===== src/rtl/add_share_arb.sv =====
// add_share_arb: round-robin arbiter that time-shares one external adder among N_REQ requesters.
//
// One operation at a time: a requester is granted in IDLE, its operands are driven to the shared
// adder for LAT cycles (EXEC), and the captured sum is then presented as a response until it is
// accepted (RESP).
//
// Ports
//   clk        sole clock, rising edge
//   rst        asynchronous active-high reset
//   req_valid  per-requester request valid
//   req_a/b    packed operands, slice i belongs to requester i
//   req_ready  one-hot accept, combinational, only in IDLE
//   add_a/b    operands to the shared adder (held between operations)
//   add_sum    adder result, valid LAT cycles after add_a/add_b change
//   rsp_valid  response valid (state RESP)
//   rsp_sum    captured W+1 bit sum
//   rsp_id     index of the requester owning the response
//   rsp_ready  response consumer ready
//   busy       high whenever the FSM is not IDLE
module add_share_arb #(
  parameter int unsigned N_REQ = 4,
  parameter int unsigned W     = 4,
  parameter int unsigned LAT   = 1
) (
  input  logic                     clk,
  input  logic                     rst,
  input  logic [N_REQ-1:0]         req_valid,
  input  logic [N_REQ*W-1:0]       req_a,
  input  logic [N_REQ*W-1:0]       req_b,
  output logic [N_REQ-1:0]         req_ready,
  output logic [W-1:0]             add_a,
  output logic [W-1:0]             add_b,
  input  logic [W:0]               add_sum,
  output logic                     rsp_valid,
  output logic [W:0]               rsp_sum,
  output logic [$clog2(N_REQ)-1:0] rsp_id,
  input  logic                     rsp_ready,
  output logic                     busy
);

  localparam int unsigned IdxW = $clog2(N_REQ);
  // Enough for LAT up to 3 (counts 0..LAT-1).
  localparam int unsigned CntW = 2;

  typedef enum logic [1:0] {
    StIdle,
    StExec,
    StResp
  } state_e;

  state_e          state_q, state_d;
  logic [IdxW-1:0] ptr_q, ptr_d;
  logic [CntW-1:0] cnt_q, cnt_d;
  logic [W-1:0]    add_a_q, add_a_d;
  logic [W-1:0]    add_b_q, add_b_d;
  logic [IdxW-1:0] id_q, id_d;
  logic [W:0]      sum_q, sum_d;

  // Round-robin pick: first valid requester found scanning ptr, ptr+1, ... modulo N_REQ.
  logic            gnt_found;
  logic [IdxW-1:0] gnt_idx;
  logic [IdxW-1:0] cand;

  always_comb begin
    gnt_found = 1'b0;
    gnt_idx   = '0;
    cand      = '0;
    for (int unsigned k = 0; k < N_REQ; k++) begin
      cand = IdxW'((32'(ptr_q) + k) % N_REQ);
      if (!gnt_found && req_valid[cand]) begin
        gnt_found = 1'b1;
        gnt_idx   = cand;
      end
    end
  end

  // Accept is combinational; gated by rst so it drops the instant reset asserts.
  always_comb begin
    req_ready = '0;
    if (!rst && state_q == StIdle && gnt_found) begin
      req_ready = N_REQ'(1) << gnt_idx;
    end
  end

  always_comb begin
    state_d = state_q;
    ptr_d   = ptr_q;
    cnt_d   = cnt_q;
    add_a_d = add_a_q;
    add_b_d = add_b_q;
    id_d    = id_q;
    sum_d   = sum_q;
    unique case (state_q)
      StIdle: begin
        if (gnt_found) begin
          state_d = StExec;
          ptr_d   = IdxW'((32'(gnt_idx) + 1) % N_REQ);
          cnt_d   = '0;
          add_a_d = req_a[gnt_idx*W +: W];
          add_b_d = req_b[gnt_idx*W +: W];
          id_d    = gnt_idx;
        end
      end
      StExec: begin
        // Final EXEC cycle: adder output has settled for the registered operands.
        if (cnt_q == CntW'(LAT - 1)) begin
          sum_d   = add_sum;
          cnt_d   = '0;
          state_d = StResp;
        end else begin
          cnt_d = cnt_q + CntW'(1);
        end
      end
      StResp: begin
        if (rsp_ready) begin
          state_d = StIdle;
        end
      end
      default: begin
        state_d = StIdle;
      end
    endcase
  end

  always_ff @(posedge clk or posedge rst) begin
    if (rst) begin
      state_q <= StIdle;
      ptr_q   <= '0;
      cnt_q   <= '0;
      add_a_q <= '0;
      add_b_q <= '0;
      id_q    <= '0;
      sum_q   <= '0;
    end else begin
      state_q <= state_d;
      ptr_q   <= ptr_d;
      cnt_q   <= cnt_d;
      add_a_q <= add_a_d;
      add_b_q <= add_b_d;
      id_q    <= id_d;
      sum_q   <= sum_d;
    end
  end

  assign add_a     = add_a_q;
  assign add_b     = add_b_q;
  assign rsp_valid = (state_q == StResp);
  assign rsp_sum   = sum_q;
  assign rsp_id    = id_q;
  assign busy      = (state_q != StIdle);

endmodule

===== config.mk =====
export PLATFORM = sky130hd
export DESIGN_NAME = add_share_arb
export DESIGN_NICKNAME = d
export VERILOG_FILES = /design/src/rtl/add_share_arb.sv
export SDC_FILE = /design/constraint.sdc
export NUM_CORES = 1
export LEC_CHECK = 0
export ABC_CLOCK_PERIOD_IN_PS = 4400
export CAP_MARGIN = 15
export CORE_UTILIZATION = 42
export DETAILED_ROUTE_END_ITERATION = 16
export GPL_TIMING_DRIVEN = 0
export PLACE_DENSITY = 0.84
export SLEW_MARGIN = 20
export SYNTH_ARGS = -nofsm -noshare
export SYNTH_HDL_FRONTEND = slang
export SYNTH_SLANG_ARGS = --single-unit

===== constraint.sdc =====
create_clock -name clk -period 4.4 [get_ports clk]
set_clock_uncertainty 0.05 [all_clocks]
set_input_delay 0.44 -clock clk [delete_from_list [all_inputs] [get_ports clk]]
set_output_delay 0.44 -clock clk [all_outputs]
set_load 0.02 [all_outputs]

==> results.yml <==
hold_path:
  min_path_type: "reg -> reg"
  holdPathStages: 1
routing:
  drt_iter0_markers: 47
  drt_wl_total_um: 3460
  drt_pre_antenna_iters: 10
  drc: 2
  drtAntennaViolNets: 0
  wl_per_cell_um: 15.8
  dr_total_vias: 1186
  viasPerCell: 5.42
critical_path:
  cp.required_ns: 3.91
  cp_max_fo: 10
  path_cells: "clkdlybuf4s50_1 > or2_4 > nand4b_2 > and2_1 > buf_6 > buf_12 > nor4_1 > clkdlybuf4s50_1"
  setup.worst_path.start_class: "input port"
  critPathArrivalTime_ns: 2.69
  cp_top_family: "buffers and inverters"
  r2r_cells: 5
  cp_num_cells: 8
  critPathKind: "in -> out"
  slowest_stage: "clkdlybuf4s50_1"
  cpMostUsedCell: "clkdlybuf4s50_1"
  endpoint_kind: "output pin"
  critical_path_buf_inv_count: 4
  max_stage_delay_ns: 0.65
logic_synthesis:
  ys_types: 34
  yosys_register_bits: 21
  netlist_area_sq_um: 1260
  seq_area_frac_synth: 0.418
  async_flop_share: 1.00
  syn_nets: 166
  syn_inst: 120
  synth_edf_count: 0
  synth_warnings: 0
  synth_ff_type: "dfrtp_1"
  syn_area_per_cell_sq_um: 10.5
sta:
  rsz0062_at_grt: "false"
  tightest_slew_ns: 0.841
  finalHoldViolCount: 0
  setup_viol: 0
  fin_hold_ws_ns: 0.463
  period_minus_slack_ns: 3.18
  timing.final.crit_share: 0.722
  slew_viol_final: 0
  fin_tns_setup_ns: 0
  max_freq_mhz: 315
  slew_headroom: 0.438
clock_network:
  clock_sinks: 21
  cts_buffers: 3
  clockRootBuffer: "clkbuf_4"
  clk_pin_slew_worst_paths_ns: 0.12
  cts_hold_buf: 0
  post_cts_resized: 0
  post_cts_buffers: 0
  tritoncts: "yes"
  htreeDepth: 1
  clock_latency_ns: 0.31
  clock_path_buffers: 2
finish:
  final_cell_mix: "clkdlybuf4s50_1, dfrtp_1"
  layout-area-overhead-vs-synth_pct: 56.2
  mostFrequentLayoutCell: "clkdlybuf4s50_1"
  drive_gt1_frac: 0.112
  multiInputGateArea_sq_um: 627
  nets: 235
  layout.area.seq_sq_um: 526
  antennaDiodeCount: 0
  fillCellCount: 220
run_status:
  violations: "DRC"
  status: "finished, violations left"
place:
  gp_congestion: 0.831
  dp_hpwl_um: 2710
  portBuffers: 64
floorplan:
  dieArea_sq_um: 3220
  fp.dieW_um: 56.7
  floorplan.initialDensity: 0.448
  dieHeight_um: 56.7
  rows: 19
  io_pins: 65
  core_sq_um: 2810
grt:
  grt_pass1_wl_um: 5870
  grt_overflow: 0
  antenna_found_initial: 0
  grt_pass1_vias: 1286
  track_usage: 0.237
  grt_max_degree: 24
power_and_ir_drop:
  p_leak_nw: 0.830
  irDropWorstVdd_uv: 309
  powerDensity_nw_per_um2: 645
flow_run:
  max_cap_violations: 0
-- area by class of cell --
class / instances / share of cell area
Inverter: 6 / 0.0115
Multi-Input combinational cell: 86 / 0.319
Clock buffer: 3 / 0.0115
Clock inverter: 1 / 0.00255
Buffer: 7 / 0.0420
Tap cell: 31 / 0.0197
Timing Repair Buffer: 64 / 0.326
Sequential cell: 21 / 0.268
-- cells by family after synthesis --
logic type,share of synthesized area
simple gates,0.175
buf+inv,0.0836
xor+xnor,0.00697
fa+ha+maj,0.0199
flops,0.418
compound gates,0.188
mux,0.108
-- cells in the mapped netlist, types with 2 or more instances --
master	count	area, sq um
dfrtp_1	21	526
a211oi_1	8	60.1
and3_1	8	50.1
mux2i_1	8	80.1
o21ai_0	8	40.0
o22ai_1	8	50.1
inv_1	6	22.5
mux2_2	5	56.3
nand2_1	5	18.8
a21oi_1	4	20.0
buf_6	4	45.0
nand2b_1	4	25.0
nor2_1	3	11.3
o21ai_1	3	15.0
a22o_1	2	17.5
and4_1	2	17.5
ha_1	2	25.0
nor2b_1	2	12.5
nor4_1	2	12.5
-- path summary, 6_finish.rpt --
kind	slack (ns)	end	from
setup / recovery	1.22	req_ready[3]	req_valid[3]
setup reg to reg	2.60	add_b[0]	state_q[0]
max in group asynchronous	3.19	state_q[1]	rst
hold / removal	0.46	cnt_q[0]	cnt_q[0]
hold reg to reg	0.46	cnt_q[0]	cnt_q[0]
min in group asynchronous	0.60	add_b[0]	rst
-- sequential cells by signal (all words and copies together), names as in the netlist --
register,cells
rsp_sum,5
add_a,4
add_b,4
cnt_q,2
ptr_q,2
rsp_id,2
state_q,2
-- power by group --
part / internal (mW) / switching (mW)
registers: 0.286 / 0.0595
logic: 0.412 / 0.414
clock network: 0.0340 / 0.0622
total: 0.732 / 0.536
-- routing by layer --
metal  vias up  part of all wire  track usage  routed length [um]
met2        30              0.50        0.410                1730
li1        584                 -            -                   -
met3         6             0.035       0.0253                 122
met1       566              0.44        0.299                1530
met5         -                 0            0                   0
met4         0             0.020        0.100                  70
-- metrics by stage --
step	total power [mW]	utilization	instance area, sq um	setup WS [ns]	instances
5_1_grt	1.35	0.700	1960	1.08	219
6_report	1.27	0.700	1960	1.22	219
4_1_cts	1.27	0.700	1960	1.21	219
3_3_place_gp	1.14	0.690	1940	1.29	215
2_1_floorplan	0.859	-	1260	2.09	120
3_5_place_dp	1.17	0.690	1940	1.23	215
(Power assumes the default switching activity.)
